File: config.mk
export PLATFORM = sky130hd
export DESIGN_NAME = serial_frame_tx
export DESIGN_NICKNAME = d
export VERILOG_FILES = /design/src/rtl/serial_frame_tx.sv
export SDC_FILE = /design/constraint.sdc
export NUM_CORES = 1
export LEC_CHECK = 0
export ABC_AREA = 1
export CAP_MARGIN = 10
export CELL_PAD_IN_SITES_DETAIL_PLACEMENT = 0
export CELL_PAD_IN_SITES_GLOBAL_PLACEMENT = 1
export CORE_ASPECT_RATIO = 1.25
export CORE_MARGIN = 3
export CORE_UTILIZATION = 50
export CTS_BUF_LIST = sky130_fd_sc_hd__clkbuf_16
export CTS_CLUSTER_DIAMETER = 80
export DETAILED_ROUTE_END_ITERATION = 10
export DONT_BUFFER_PORTS = 1
export PLACE_DENSITY = 0.79
export REMOVE_ABC_BUFFERS = 1
export SKIP_CTS_REPAIR_TIMING = 1
export SLEW_MARGIN = 20
export SYNTH_ARGS = -nofsm -noshare
export SYNTH_HDL_FRONTEND = slang
export SYNTH_SLANG_ARGS = --single-unit
File: constraint.sdc
create_clock -name clk -period 3.74 [get_ports clk]
set_input_delay 0.935 -clock clk [delete_from_list [all_inputs] [get_ports clk]]
set_output_delay 0.935 -clock clk [all_outputs]
set_load 0.01 [all_outputs]
File: src/rtl/serial_frame_tx.sv
// Serial frame transmitter: start bit, DATA_W data bits LSB first, optional odd parity, STOP_BITS stop bits.
// Define SERIAL_FRAME_TX_PARITY_EN to insert the parity bit between data and stop.
module serial_frame_tx #(
    parameter int DATA_W    = 8,
    parameter int STOP_BITS = 1
) (
    input  logic              clk,
    input  logic              reset,
    input  logic              in_valid,
    input  logic [DATA_W-1:0] in_data,
    output logic              in_ready,
    output logic              out,
    output logic              busy,
    output logic              tx_done
);

    localparam int CNT_W = (DATA_W > 1) ? $clog2(DATA_W) : 1;
    localparam logic [CNT_W-1:0] LAST_BIT  = CNT_W'(DATA_W - 1);
    localparam logic [CNT_W-1:0] LAST_STOP = CNT_W'(STOP_BITS - 1);
    localparam logic [CNT_W-1:0] CNT_ONE   = CNT_W'(1);

    localparam logic [2:0] S_IDLE   = 3'd0;
    localparam logic [2:0] S_START  = 3'd1;
    localparam logic [2:0] S_DATA   = 3'd2;
    localparam logic [2:0] S_STOP   = 3'd4;
`ifdef SERIAL_FRAME_TX_PARITY_EN
    localparam logic [2:0] S_PARITY = 3'd3;
`endif

    logic [2:0]        r_state;
    logic [DATA_W-1:0] r_hold;
    logic              r_holdValid;
    logic [DATA_W-1:0] r_shift;
    logic [CNT_W-1:0]  r_cnt;
    logic              r_out;
    logic              r_txDone;
`ifdef SERIAL_FRAME_TX_PARITY_EN
    logic              r_parity;
`endif
    logic [DATA_W-1:0] w_shiftNext;

    assign w_shiftNext = r_shift >> 1;
    assign in_ready    = ~r_holdValid;
    assign busy        = (r_state != S_IDLE);
    assign out         = r_out;
    assign tx_done     = r_txDone;

    // r_out always carries the value of the state being entered, so the line is purely registered.
    always_ff @(posedge clk or posedge reset) begin
        if (reset) begin
            r_state     <= S_IDLE;
            r_hold      <= '0;
            r_holdValid <= 1'b0;
            r_shift     <= '0;
            r_cnt       <= '0;
            r_out       <= 1'b1;
            r_txDone    <= 1'b0;
`ifdef SERIAL_FRAME_TX_PARITY_EN
            r_parity    <= 1'b0;
`endif
        end else begin
            r_txDone <= 1'b0;

            if (in_valid && !r_holdValid) begin
                r_hold      <= in_data;
                r_holdValid <= 1'b1;
            end

            case (r_state)
                S_IDLE: begin
                    r_out <= 1'b1;
                    if (r_holdValid) begin
                        r_shift     <= r_hold;
`ifdef SERIAL_FRAME_TX_PARITY_EN
                        r_parity    <= ~^r_hold;
`endif
                        r_holdValid <= 1'b0;
                        r_state     <= S_START;
                        r_out       <= 1'b0;
                    end
                end

                S_START: begin
                    r_state <= S_DATA;
                    r_cnt   <= '0;
                    r_out   <= r_shift[0];
                end

                S_DATA: begin
                    r_shift <= w_shiftNext;
                    if (r_cnt == LAST_BIT) begin
                        r_cnt <= '0;
`ifdef SERIAL_FRAME_TX_PARITY_EN
                        r_state <= S_PARITY;
                        r_out   <= r_parity;
`else
                        r_state  <= S_STOP;
                        r_out    <= 1'b1;
                        r_txDone <= (LAST_STOP == '0);
`endif
                    end else begin
                        r_cnt <= r_cnt + CNT_ONE;
                        r_out <= w_shiftNext[0];
                    end
                end

`ifdef SERIAL_FRAME_TX_PARITY_EN
                S_PARITY: begin
                    r_state  <= S_STOP;
                    r_cnt    <= '0;
                    r_out    <= 1'b1;
                    r_txDone <= (LAST_STOP == '0);
                end
`endif

                S_STOP: begin
                    if (r_cnt == LAST_STOP) begin
                        r_cnt <= '0;
                        // A waiting word starts on the very next cycle, so frames abut.
                        if (r_holdValid) begin
                            r_shift     <= r_hold;
`ifdef SERIAL_FRAME_TX_PARITY_EN
                            r_parity    <= ~^r_hold;
`endif
                            r_holdValid <= 1'b0;
                            r_state     <= S_START;
                            r_out       <= 1'b0;
                        end else begin
                            r_state <= S_IDLE;
                            r_out   <= 1'b1;
                        end
                    end else begin
                        r_cnt    <= r_cnt + CNT_ONE;
                        r_out    <= 1'b1;
                        r_txDone <= ((r_cnt + CNT_ONE) == LAST_STOP);
                    end
                end

                default: begin
                    r_state <= S_IDLE;
                    r_out   <= 1'b1;
                end
            endcase
        end
    end

endmodule

==> results of run 1 <==
==> tightest hold or removal path: cells and delay by family, from the launching register on <==
| family | cells | cell delay [ns] |
|---|---|---|
| and+or+nand+nor | 2 | 0.11 |
| DFF | 1 | 0.35 |
==> how the worst max path moves through the flow <==
| stage | endpoint | slack [ns] | start | cells after the start |
|---|---|---|---|---|
| CTS | busy | 1.57 | r_state[1] | 2 |
| floorplan | busy | 1.95 | r_state[1] | 2 |
| finish | busy | 1.57 | r_state[1] | 2 |
| detailed placement | busy | 1.85 | r_state[1] | 2 |
| global placement | busy | 1.89 | r_state[1] | 2 |
| global route | busy | 1.49 | r_state[1] | 2 |
==> sequential cells by signal, indices dropped and copies added, names as in the netlist <==
signal,cells
r_cnt,3
r_hold,8
r_holdValid,1
out,1
r_shift,8
r_state,3
tx_done,1
==> stage by stage <==
step | hold slack (ns) | std cells | utilization, % | power (mW)
floorplan | 0.4494 | 137 | - | 0.8861
global placement | 0.4660 | 168 | 55.10 | 0.9818
detailed placement | 0.4697 | 168 | 55.10 | 1.000
CTS | 0.4872 | 172 | 58.61 | 1.238
global route | 0.5160 | 172 | 58.61 | 1.340
finish | 0.4871 | 172 | 58.61 | 1.228
==> final cells by class <==
| class | instances | area share, % |
|---|---|---|
| flip-flops and latches | 25 | 46.87 |
| multi-input cells | 101 | 41.16 |
| clock buffers | 3 | 5.613 |
| inverters | 11 | 3.087 |
| well taps | 31 | 2.900 |
| clock inverters | 1 | 0.3742 |
==> where the power goes <==
group / internal [mW] / switching, mW / total (mW)
combinational: 0.188 / 0.301 / 0.489
clock: 0.144 / 0.0885 / 0.232
sequential: 0.400 / 0.107 / 0.507
==> per-layer routing <==
metal / share of wire [%] / GRT usage [%] / up-vias
li1: - / - / 457
met1: 49 / 24.73 / 422
met2: 45 / 25.37 / 19
met3: 3.9 / 4.296 / 5
met4: 1.4 / 5.769 / 0
met5: 0 / 0 / -
==> cell usage after synthesis <==
cell type / count
nand2_1: 50
dfrtp_1: 24
nand3_1: 18
inv_1: 10
mux2_2: 8
nor2_1: 6
ha_1: 4
a21oi_1: 2
nand2_2: 2
nand2_4: 2
nand4_1: 2
buf_2: 1
buf_4: 1
buf_6: 1
dfstp_2: 1
inv_2: 1
nand3_2: 1
nor2_2: 1
nor2_4: 1
nor3_1: 1
o21ai_1: 1
o21ai_2: 1
o22ai_1: 1
==> kinds of logic (layout without fill, tap and decap cells) <==
logic type	count (synthesis)	in the layout	synth area share, %
muxes	8	8	7.251
buffers and inverters	14	15	5.236
and+or+nand+nor	84	84	30.61
AOI/OAI and AO/OA	5	5	2.417
DFF	25	25	50.45
adders and majority gates	4	4	4.028
==> flow_metrics.tcl, run 1 <==
set metrics [dict create \
    status "finished clean" \
    regToRegStartpoint "r_state[1]" \
    fin_skew_ns 0.001813 \
    start_util_pct 54.44 \
    fp.dieH_um 61.73 \
    nNetsFinal 157 \
    crit_arrival_ns 1.23 \
    clockRootBuffer "clkbuf_16" \
    synth_top_cell_area_share_pct 48.34 \
    critical-path-top-delay-family "flip-flops" \
    grt_overflow 0 \
    worst_hold_path_type "register to register" \
    coreArea_um2 2282 \
    final_common_cell "nand2_1" \
    antenna_found_initial 0 \
    hold_viol 0 \
    ys_seq_elements 25 \
    worstSetupPathType "register to output pin" \
    syn_area_um2 1242 \
    antenna_cells 0 \
    ir_worst_vdd_mv 0.5436 \
    drv_cap 0 \
    io_pins 15 \
    grt_util_all_layers_pct 17.12 \
    clock.fmax_ghz 0.4618 \
    critPathMaxFanout 12 \
    drtAntennaViolNets 0 \
    synth_cells 140 \
    finalCritPeriodShare_pct 57.90 \
    layout_min_cycle_time_ns 2.165 \
    synth-seq-area-share_pct 50.45 \
    grt_pass1_wl_um 3933 \
    place_congestion 0.7878 \
    p_per_area_nw_per_um2 918.0 \
    synth_area_leaders "dfrtp_1 48%, nand2_1 15%, nand3_1 7.3%" \
    drc_errors 0 \
    p_leak_nw 0.7043 \
    place_hpwl_um 1637 \
    multi_input_area_um2 550.5 \
    worst_slack_ns 1.575 \
    viasPerCell 5.250 \
    ys_warn_count 0 \
    setup_violations 0 \
    wl_um 2262 \
    cp_num_buf_inv 0 \
    r2r_end "r_shift[5]" \
    slew_viol_final 0 \
    cts_tree "built" \
    cts_buffer_depth 2 \
    worstPathCellList "nor2_2 > nand2_1" \
    synth.lib_cells_used.distinct 23 \
    first_global_vias 861 \
    cts_inserted_buffers 3 \
    clk_latency_ns 0.25 \
    firstDrtPassIters 4 \
    regArea_um2 626.9 \
    grt_setup_unrepaired "no" \
    r2r_setup_slack_ns 2.13 \
    hold_path_end "r_shift[4]" \
    die-area_um2 3123 \
    maxSlewHeadroom_pct 38.22 \
    tns_ns 0 \
    first_iter_violations 31 \
    fillers 222 \
    pre_cts_slack_ns 1.853 \
    fin_area_um2 1338 \
    cts.sinks 25 \
    worst_slew_pin_slew_ns 0.9256 \
    slowest_delay_ns 0.54 \
    wire_per_inst_um 13.15 \
    die_x_um 50.59 \
    area_delta_synth_final_pct 7.653 \
    layout-drive-gt1-share_pct 15.60 \
    ctsHtreeMaxLevel 1 \
    place_area_um2 1257 \
    vias 903 \
    layout_common_cells "50 x nand2_1, 24 x dfrtp_1, 18 x nand3_1, 10 x inv_1, 8 x mux2_2" \
    row_count 19 \
    io_buffers 0 \
    worstSetupEndpointType "output pin" \
    critPathSlowestCell "dfrtp_1" \
    yosys.area.top_type "dfrtp_1" \
    critPathLaunchType "register" \
    reg2reg_depth 5 \
    clkTransAtPathRegs_ns 0.06 \
    grt_max_degree 26 \
    syn_avg_cell_area_um2 8.875 \
    required_ns 2.80 \
    worstHoldPathCells 2 \
    hp-start "r_shift[4]" \
]
Note: power is estimated with default switching activity, not from simulation.
==> run 2, diff against run 1 <==
Settings changed: CORE_UTILIZATION 50 to 46, PLACE_DENSITY 0.79 to 0.73.
Clock period 3.74 ns to 2.1 ns, I/O delays scaled along.
==> run 2 against run 1 <==
Net effect: via count down 2.0%; sequential share of layout area down 0.43 points; die area up 7.7%; cell area up 0.94%; flip-flop and latch count unchanged; worst setup slack worse by 1.2 ns; first-iteration DRC count down 35%; wire length up 3.1%; clock skew up 0.0020 ns; critical endpoint unchanged.
==> flow_metrics.tcl, run 2 (same netlist as run 1, synthesis figures left out) <==
set metrics [dict create \
    coreArea_um2 2502 \
    grt_overflow 0 \
    drv_cap 0 \
    tns_ns 0 \
    row_count 20 \
    fp.dieH_um 64.11 \
    place_hpwl_um 1669 \
    maxSlewHeadroom_pct 68.60 \
    grt_setup_unrepaired "no" \
    worst_hold_path_type "input port to asynchronous set/reset pin" \
    drc_errors 0 \
    vias 885 \
    required_ns 1.57 \
    clockRootBuffer "clkbuf_16" \
    die-area_um2 3365 \
    grt_util_all_layers_pct 16.58 \
    ir_worst_vdd_mv 0.8899 \
    first_iter_violations 20 \
    p_leak_nw 0.7053 \
    worst_slew_pin_slew_ns 0.4710 \
    largestRegisters "r_hold (8), r_shift (8)" \
    worstSetupPathType "register to output pin" \
    worstPathCellList "nor2_2 > nand2_1" \
    wl_um 2331 \
    firstDrtPassIters 4 \
    critPathMaxFanout 12 \
    area_delta_synth_final_pct 8.660 \
    place_congestion 0.8200 \
    layout_common_cells "50 x nand2_1, 24 x dfrtp_1, 18 x nand3_1, 10 x inv_1, 8 x mux2_2" \
    cts_inserted_buffers 3 \
    p_per_area_nw_per_um2 1630 \
    status "finished clean" \
    slowest_delay_ns 0.55 \
    grt_pass1_wl_um 4160 \
    cts_tree "built" \
    clock.fmax_ghz 0.5657 \
    fin_skew_ns 0.003770 \
    layout-drive-gt1-share_pct 16.20 \
    io_pins 15 \
    slew_viol_final 0 \
    layout_min_cycle_time_ns 1.768 \
    drtAntennaViolNets 0 \
    finalCritPeriodShare_pct 84.17 \
    clk_latency_ns 0.26 \
    cp_num_buf_inv 0 \
    hold_viol 0 \
    antenna_cells 0 \
    crit_arrival_ns 1.24 \
    worstSetupEndpointType "output pin" \
    wire_per_inst_um 13.32 \
    ctsHtreeMaxLevel 1 \
    nNetsFinal 158 \
    final_common_cell "nand2_1" \
    cts_buffer_depth 2 \
    first_global_vias 918 \
    critical-path-top-delay-family "flip-flops" \
    cts.sinks 25 \
    utilization_pct 53.95 \
    antenna_found_initial 0 \
    viasPerCell 5.057 \
    critPathLaunchType "register" \
    setup_violations 0 \
    start_util_pct 49.65 \
    clkTransAtPathRegs_ns 0.07 \
    grt_max_degree 26 \
    io_buffers 0 \
    critPathSlowestCell "dfrtp_1" \
    die_x_um 52.49 \
]
-- run 2: cell types whose count changed in the layout (fill, tap and decap cells not counted) --
| cell | before | now |
|---|---|---|
| clkinv_2 | 1 | 0 |
| clkinvlp_4 | 0 | 1 |
| buf_4 | 0 | 1 |
-- run 2: cell type report --
cell class | count | area, µm²
fillers | 230 | 1152
flip-flops and latches | 25 | 626.9
multi-input cells | 101 | 550.5
clock buffers | 3 | 75.07
inverters | 11 | 41.29
well taps | 33 | 41.29
clock inverters | 1 | 7.507
repair buffers | 1 | 7.507
-- run 2: path summary, 6_finish.rpt --
path,end,start,cells after the start,slack (ns)
worst min register to register,r_shift[2],r_shift[2],2,0.48
worst min-delay path,r_state[1],reset,2,0.20
worst max register to register,r_shift[4],r_state[1],5,0.50
worst max-delay path,busy,r_state[1],2,0.33
max in group asynchronous,out,reset,2,1.61
min in group clk,r_holdValid,in_valid,2,0.41
-- run 2: routing by layer --
| layer | up-vias | track usage [%] | share of wire, % |
|---|---|---|---|
| li1 | 456 | - | - |
| met1 | 410 | 21.24 | 47 |
| met2 | 13 | 26.86 | 48 |
| met3 | 6 | 3.497 | 3.4 |
| met4 | 0 | 6.390 | 1.6 |
| met5 | - | 0 | 0 |
-- run 2: report_power, final --
part | internal, mW | switching, mW | leakage [nW]
clock | 0.259 | 0.170 | 0.0371
sequential | 0.711 | 0.181 | 0.308
combinational | 0.336 | 0.545 | 0.360
-- run 2: worst register-to-register path, cell delays in order, from the launching register on --
cell and delay [ns]:
dfrtp_1 0.55, nor2_2 0.28, nand3_2 0.30, nand2_2 0.26
nand2_1 0.07, nand2_1 0.08
-- run 2: metrics by stage --
step / cell area [µm²] / total power, mW / hold slack [ns] / instances / setup slack (ns)
3_3_place_gp: 1267 / 1.765 / 0.4711 / 171 / 0.5830
4_1_cts: 1350 / 2.225 / 0.2077 / 175 / 0.3356
2_1_floorplan: 1219 / 1.578 / 0.4494 / 137 / 0.7248
5_1_grt: 1350 / 2.410 / 0.2255 / 175 / 0.2684
6_report: 1350 / 2.201 / 0.1959 / 175 / 0.3324
3_5_place_dp: 1267 / 1.790 / 0.4714 / 171 / 0.4990
==> run 3, diff against run 2 <==
Clock period 2.1 ns to 1.73 ns, I/O delays scaled along.
==> run 3 against run 2 <==
Net effect: worst hold slack lost 0.19 ns; non-clock buffer count increased by 1; cell area is 0.28% higher; combinational power up 28%; wire length up 4.0%; critical path depth did not move; clock power up 15%; power grew 21%; clock skew barely moved; first-iteration DRC count is 70% higher; flip-flop and latch count unchanged; global-route usage rose by 0.76 points; critical endpoint unchanged; largest power group is now combinational cells; highest routed layer unchanged.
==> flow_metrics.tcl, run 3 (same netlist as run 1, synthesis figures left out) <==
set metrics [dict create \
    maxSlewHeadroom_pct 80.63 \
    layout_min_cycle_time_ns 1.530 \
    p_per_area_nw_per_um2 1973 \
    finalCritPeriodShare_pct 88.45 \
    pre_cts_slack_ns 0.2514 \
    vias 913 \
    grt_max_degree 19 \
    clock.fmax_ghz 0.6535 \
    worstSetupPathType "register to output pin" \
    first_global_vias 953 \
    worst_slack_ns 0.1997 \
    clkTransAtPathRegs_ns 0.06 \
    layout_common_cells "50 x nand2_1, 24 x dfrtp_1, 18 x nand3_1, 11 x inv_1, 8 x mux2_2" \
    fillers 238 \
    worst_hold_path_type "input port to asynchronous set/reset pin" \
    grt_setup_unrepaired "no" \
    wl_um 2425 \
    drtAntennaViolNets 0 \
    first_iter_violations 34 \
    critPathLaunchType "register" \
    area_delta_synth_final_pct 8.963 \
    antenna_found_initial 0 \
    utilization_pct 54.10 \
    drc_errors 0 \
    final_common_cell "nand2_1" \
    cts_tree "built" \
    crit_arrival_ns 1.10 \
    die-area_um2 3365 \
    ctsHtreeMaxLevel 1 \
    start_util_pct 49.65 \
    tns_ns 0 \
    firstDrtPassIters 4 \
    coreArea_um2 2502 \
    io_pins 15 \
    place_congestion 0.7391 \
    cts_inserted_buffers 3 \
    worstSetupStartpoint "r_state[0]" \
    ir_worst_vdd_mv 0.9008 \
    grt_overflow 0 \
    antenna_cells 0 \
    layout-drive-gt1-share_pct 16.08 \
    grt_util_all_layers_pct 17.34 \
    clk_latency_ns 0.25 \
    required_ns 1.30 \
    critPathMaxFanout 5 \
    status "finished clean" \
    grt_pass1_wl_um 4305 \
    cts_buffer_depth 2 \
    largestRegisters "r_hold (8), r_shift (8)" \
    drv_cap 0 \
    fin_area_um2 1354 \
    die_x_um 52.49 \
    fp.dieH_um 64.11 \
    wire_per_inst_um 13.78 \
    p_leak_nw 0.7154 \
    reg2reg_depth 6 \
    clockRootBuffer "clkbuf_16" \
    cts.sinks 25 \
    io_buffers 0 \
    fin_skew_ns 0.003379 \
    placed_cells 172 \
    hold_viol 0 \
    worst_slew_pin_slew_ns 0.2902 \
    worstSetupEndpointType "output pin" \
    viasPerCell 5.188 \
    final_cells 176 \
    place_area_um2 1275 \
    place_hpwl_um 1802 \
    setup_violations 0 \
    regToRegStartpoint "r_state[2]" \
    row_count 20 \
    slew_viol_final 0 \
    nNetsFinal 159 \
]
[run 3: cell count changes in the layout (fill, tap and decap cells not counted), sizes merged]
cell,before,now
inv,11,12
clkinvlp,1,0
buf,1,2
[run 3: through the flow]
stage          power [mW]  hold slack [ns]
6_report            2.671         0.001909
5_1_grt             2.932          0.02826
4_1_cts             2.702          0.01057
3_5_place_dp        2.202           0.2787
3_3_place_gp        2.180           0.2707
2_1_floorplan       1.916           0.4494
[run 3: final timing paths]
kind,end,slack (ns)
min in group clk,r_hold[2],0.32
min reg2reg,r_shift[5],0.48
max in group asynchronous,out,1.14
max reg2reg,r_shift[7],0.25
min,r_hold[7],0.002
max,busy,0.20
[run 3: layout make-up]
cell class	instances	area, µm²	area share, %
multi-input cells	101	550.5	40.67
flip-flops and latches	25	626.9	46.30
repair buffers	2	15.01	1.109
clock inverters	1	3.754	0.2773
well taps	33	41.29	3.050
clock buffers	3	75.07	5.545
inverters	11	41.29	3.050
[run 3: report_power, final]
| part | leakage [nW] | switching, mW | internal [mW] |
|---|---|---|---|
| combinational | 0.365 | 0.709 | 0.424 |
| clock | 0.0423 | 0.183 | 0.308 |
| sequential | 0.308 | 0.182 | 0.865 |
[run 3: critical path: stages (launching register included)]
cell	delay, ns
dfrtp_1	0.44
nor2_2	0.23
nand2_1	0.17
[run 3: layer usage]
| metal | part of all wire [%] | GRT usage (%) | routed length [µm] | vias up |
|---|---|---|---|---|
| met5 | 0 | 0 | 0 | - |
| met4 | 1.4 | 6.709 | 35 | 0 |
| met3 | 3.8 | 3.730 | 93 | 4 |
| met2 | 53 | 29.04 | 1287 | 19 |
| met1 | 42 | 21.20 | 1009 | 436 |
| li1 | - | - | - | 454 |
